[src/rtl/seq_stepper.sv]
// Programmable LENGTH-position code stepper with forward/reverse/hold/jump and wrap/load-error pulses.
// Optional build macro SEQ_STEPPER_GRAY_EN switches `result` to Gray-coded output.
module seq_stepper #(
  parameter int WIDTH  = 2,
  parameter int LENGTH = 4,
  parameter int START  = 3
) (
  input  logic             clockPulse,
  input  logic             reset,
  input  logic             enable,
  input  logic             dir,
  input  logic             load,
  input  logic [WIDTH-1:0] load_index,
  output logic [WIDTH-1:0] result,
  output logic [WIDTH-1:0] index,
  output logic             wrap,
  output logic             load_err
);

  // Parameter legality is fixed at build time; a bad combination must not produce a netlist.
  if (WIDTH < 1 || WIDTH > 30) begin : g_bad_width
    $fatal(1, "seq_stepper: WIDTH must be 1..30");
  end
  if (LENGTH < 2 || longint'(LENGTH) > (longint'(1) << WIDTH)) begin : g_bad_length
    $fatal(1, "seq_stepper: LENGTH must be 2..2**WIDTH");
  end
  if (START < 0 || longint'(START) >= (longint'(1) << WIDTH)) begin : g_bad_start
    $fatal(1, "seq_stepper: START must be 0..2**WIDTH-1");
  end

  localparam logic [WIDTH:0]   LEN_W   = (WIDTH+1)'(LENGTH);
  localparam logic [WIDTH:0]   START_W = (WIDTH+1)'(START);
  localparam logic [WIDTH-1:0] LAST_W  = WIDTH'(LENGTH - 1);
  localparam logic [WIDTH-1:0] ONE_W   = WIDTH'(1);
  localparam logic [WIDTH-1:0] ZERO_W  = WIDTH'(0);

  function automatic logic [WIDTH-1:0] code_of(input logic [WIDTH-1:0] idx);
    logic [WIDTH:0] sum;
    sum = {1'b0, idx} + START_W;
    return sum[WIDTH-1:0];
  endfunction

  function automatic logic [WIDTH-1:0] encode(input logic [WIDTH-1:0] b);
`ifdef SEQ_STEPPER_GRAY_EN
    return b ^ (b >> 1'b1);
`else
    return b;
`endif
  endfunction

  localparam logic [WIDTH-1:0] RESET_CODE = encode(code_of(ZERO_W));

  logic [WIDTH-1:0] index_r;
  logic [WIDTH-1:0] result_r;
  logic             wrap_r;
  logic             load_err_r;

  logic [WIDTH-1:0] index_next_s;
  logic             wrap_next_s;
  logic             load_err_next_s;
  logic             load_ok_s;

  assign load_ok_s = ({1'b0, load_index} < LEN_W);

  // Next position and pulse flags: load beats enable beats hold.
  always_comb begin
    index_next_s    = index_r;
    wrap_next_s     = 1'b0;
    load_err_next_s = 1'b0;
    if (load) begin
      if (load_ok_s) begin
        index_next_s = load_index;
      end else begin
        load_err_next_s = 1'b1;
      end
    end else if (enable) begin
      if (dir == 1'b0) begin
        if (index_r == LAST_W) begin
          index_next_s = ZERO_W;
          wrap_next_s  = 1'b1;
        end else begin
          index_next_s = index_r + ONE_W;
        end
      end else begin
        if (index_r == ZERO_W) begin
          index_next_s = LAST_W;
          wrap_next_s  = 1'b1;
        end else begin
          index_next_s = index_r - ONE_W;
        end
      end
    end else begin
      index_next_s = index_r;
    end
  end

  // Output registers; the code is derived from the next index so result and index move together.
  always_ff @(posedge clockPulse or posedge reset) begin
    if (reset) begin
      index_r    <= ZERO_W;
      result_r   <= RESET_CODE;
      wrap_r     <= 1'b0;
      load_err_r <= 1'b0;
    end else begin
      index_r    <= index_next_s;
      result_r   <= encode(code_of(index_next_s));
      wrap_r     <= wrap_next_s;
      load_err_r <= load_err_next_s;
    end
  end

  assign index    = index_r;
  assign result   = result_r;
  assign wrap     = wrap_r;
  assign load_err = load_err_r;

endmodule
[config.mk]
export PLATFORM = sky130hd
export DESIGN_NAME = seq_stepper
export DESIGN_NICKNAME = d
export VERILOG_FILES = /design/src/rtl/seq_stepper.sv
export SDC_FILE = /design/constraint.sdc
export NUM_CORES = 1
export LEC_CHECK = 0
export ABC_AREA = 0
export ABC_CLOCK_PERIOD_IN_PS = 1300
export CAP_MARGIN = 5
export CORE_AREA = 2 2 39 41
export CTS_CLUSTER_DIAMETER = 200
export CTS_CLUSTER_SIZE = 14
export DETAILED_ROUTE_END_ITERATION = 12
export DIE_AREA = 0 0 41 43
export SYNTH_ARGS = -nofsm -noshare
export SYNTH_HDL_FRONTEND = slang
export SYNTH_SLANG_ARGS = --single-unit
export TNS_END_PERCENT = 1
[constraint.sdc]
create_clock -name clockPulse -period 1.3 [get_ports clockPulse]
set_input_delay 0.195 -clock clockPulse [delete_from_list [all_inputs] [get_ports clockPulse]]
set_output_delay 0.195 -clock clockPulse [all_outputs]
set_load 0.05 [all_outputs]
==> out/qor.csv, run 1 <==
stage;metric;value;unit
global_routing;grt_max_degree;6;
route;drt_pass1_iterations;2;
logic_synthesis;synth_cell_type_count;14;
route;remaining_drc_errors;0;
logic_synthesis;syn-num-nets;32;
route;wire_per_inst;9.053;um
clocking;clock_sinks;5;
clocking;clk_pin_slew;0.04;ns
logic_synthesis;synth_cells;23;
route;viasPerCell;3.667;
logic_synthesis;synth_warnings;0;
floorplan;start_util;18.90;%
job;cap_violations;0;
clocking;post_cts_buffers;0;
timing;tns;0;ns
floorplan;die_y;43;um
floorplan;die_w;41;um
global_routing;track_usage;8.704;%
critical_path;cp.arrival;1.39;ns
logic_synthesis;syn_area;261.5;um2
finish;fill_cells;143;
critical_path;worstSetupPathType;reg -> reg;
critical_path;end_kind;flip-flop;
power;power.static_leakage;0.2344;nW
global_routing;overflow;0;
clocking;cts_tree;built;
clocking;post_cts_resized;0;
finish;final_common_cell;clkdlybuf4s50_1;
finish;instances_no_fill;57;
global_routing;antenna_found_initial;0;
timing;timing.final.crit_share;94.46;%
route;via_count;209;
timing;fin_crit;1.228;ns
finish;syn2layout_area_growth;93.30;%
finish;nNetsFinal;51;
clocking;cts_buffers;3;
critical_path;critical_path.startpoint_type;flip-flop;
timing;setup_slack;0.07201;ns
global_routing;grt_pass1_vias;207;
finish;final_cell_mix;clkdlybuf4s50_1, buf_12, buf_4, clkbuf_4;
timing;setup-violations-final;0;
timing;maxSlewViolCount;0;
min_path;min_path_type;in -> async;
route;wl;516;um
floorplan;dieArea;0.001763;mm2
timing;max_freq;814.3;MHz
placement;portBuffers;11;
clocking;htreeDepth;1;
finish;layout-drive-gt1-share;48.78;%
logic_synthesis;avgSynthCellArea;11.37;um2
placement;dp_cells;53;
outcome;outcome;completed;
floorplan;core_area;0.001384;mm2
finish;antenna_cells;0;
clocking;cts_buffer_depth;2;
clocking;cts_root_buf;clkbuf_4;
logic_synthesis;ys_seq_elements;5;
logic_synthesis;yosys-top-cells-area;dfrtp_1, dfstp_2, ha_1;
critical_path;critPathRequiredTime;1.46;ns
timing;finalHoldViolCount;0;
power;ir_drop;802.5;uV
route;antenna_left;0;
logic_synthesis;ys_seq_area_share;48.80;%
global_routing;grt_pass1_wl;890;um
route;drtIter0Drc;3;
placement;dp_slack;-0.1061;ns
logic_synthesis;synth_largest_area_cell;dfrtp_1;
clocking;cts_hold_buffers;0;
logic_synthesis;netlist.area_leader.share;28.71;%
placement;gp_congestion;0.6300;
timing;rsz0062_at_grt;no;
floorplan;rows;14;
critical_path;path_max_fanout;4;
floorplan;io-pin-count;13;
power;power.density;1455;mW/mm2
timing;clock_skew;0.002553;ns
clocking;clk_latency;0.24;ns
-- logic make-up (layout without fill, tap and decap cells) --
logic type,count (synthesis),after routing,share of synthesized area [%]
adder cells (fa/ha/maj),2,2,9.568
flip-flops,5,5,48.80
AO/OA/AOI/OAI,1,1,4.784
other,1,1,1.434
buffers and inverters,5,23,8.612
multiplexers,2,2,7.656
XOR/XNOR,3,3,10.05
AND/OR/NAND/NOR,4,4,9.090
-- flip-flops by register name (all words and copies together) (netlist names) --
name,flops
index,2
result,2
wrap,1
-- cell type report --
class | count | area, um2 | share of cell area [%]
well taps | 16 | 20.02 | 3.960
flip-flops and latches | 5 | 130.1 | 25.74
repair buffers | 15 | 190.2 | 37.62
inverters | 4 | 15.01 | 2.970
multi-input cells | 13 | 123.9 | 24.50
clock buffers | 4 | 26.28 | 5.198
-- path summary, 6_finish.rpt --
path,from,to,slack (ns),cells past startpoint
min in group clockPulse,load_index[1],index[1],0.57,3
setup reg to reg,index[0],result[1],0.07,5
hold reg to reg,index[0],wrap,0.73,3
hold / removal,reset,wrap,0.15,2
max in group asynchronous,reset,result[0],0.91,2
setup / recovery,index[0],result[1],0.07,5
-- metal layers --
layer	track usage, %	routed length, um
met1	9.571	185
met2	9.688	244
met3	10.47	87
met4	4.000	0
met5	0	0
-- cells in the mapped netlist (all sizes together) --
cell and count:
buf 1, conb 1, dfrtp 3, dfstp 2, ha 2, inv 4
mux2i 2, nand2 1, nor2 1, o211ai 1, or2b 1, or3b 1
xnor2 1, xor2 2
-- metrics by stage --
step,total power [W],hold slack [ns],instance area [um2],utilization (%)
6_report,0.0007357,0.1478,505.5,36.53
3_3_place_gp,0.0005573,0.4080,479.2,34.63
4_1_cts,0.0007526,0.1445,505.5,36.53
5_1_grt,0.0007780,0.1740,505.5,36.53
3_5_place_dp,0.0005617,0.4109,479.2,34.63
2_1_floorplan,0.0003833,-0.02807,276.5,-
-- report_power, final --
group	leakage, nW	internal, W	switching (W)	total [W]
Sequential	0.0564	0.000195	0.0000261	0.000221
Combinational	0.163	0.000171	0.000163	0.000334
Clock	0.0150	0.000116	0.0000650	0.000181
-- worst max-delay path, cell delays in order, from the launching register on --
cell	delay [ns]
dfrtp_2	0.43
inv_2	0.07
ha_4	0.19
xnor2_1	0.20
o211ai_2	0.11
xor2_1	0.15
Note: power is estimated with default switching activity, not from simulation.
==> inputs of run 2 (changes only) <==
GPL_TIMING_DRIVEN = 1   (was not set)
==> results of run 2 <==
Final layout, timing and power as in run 1 (identical DEF).
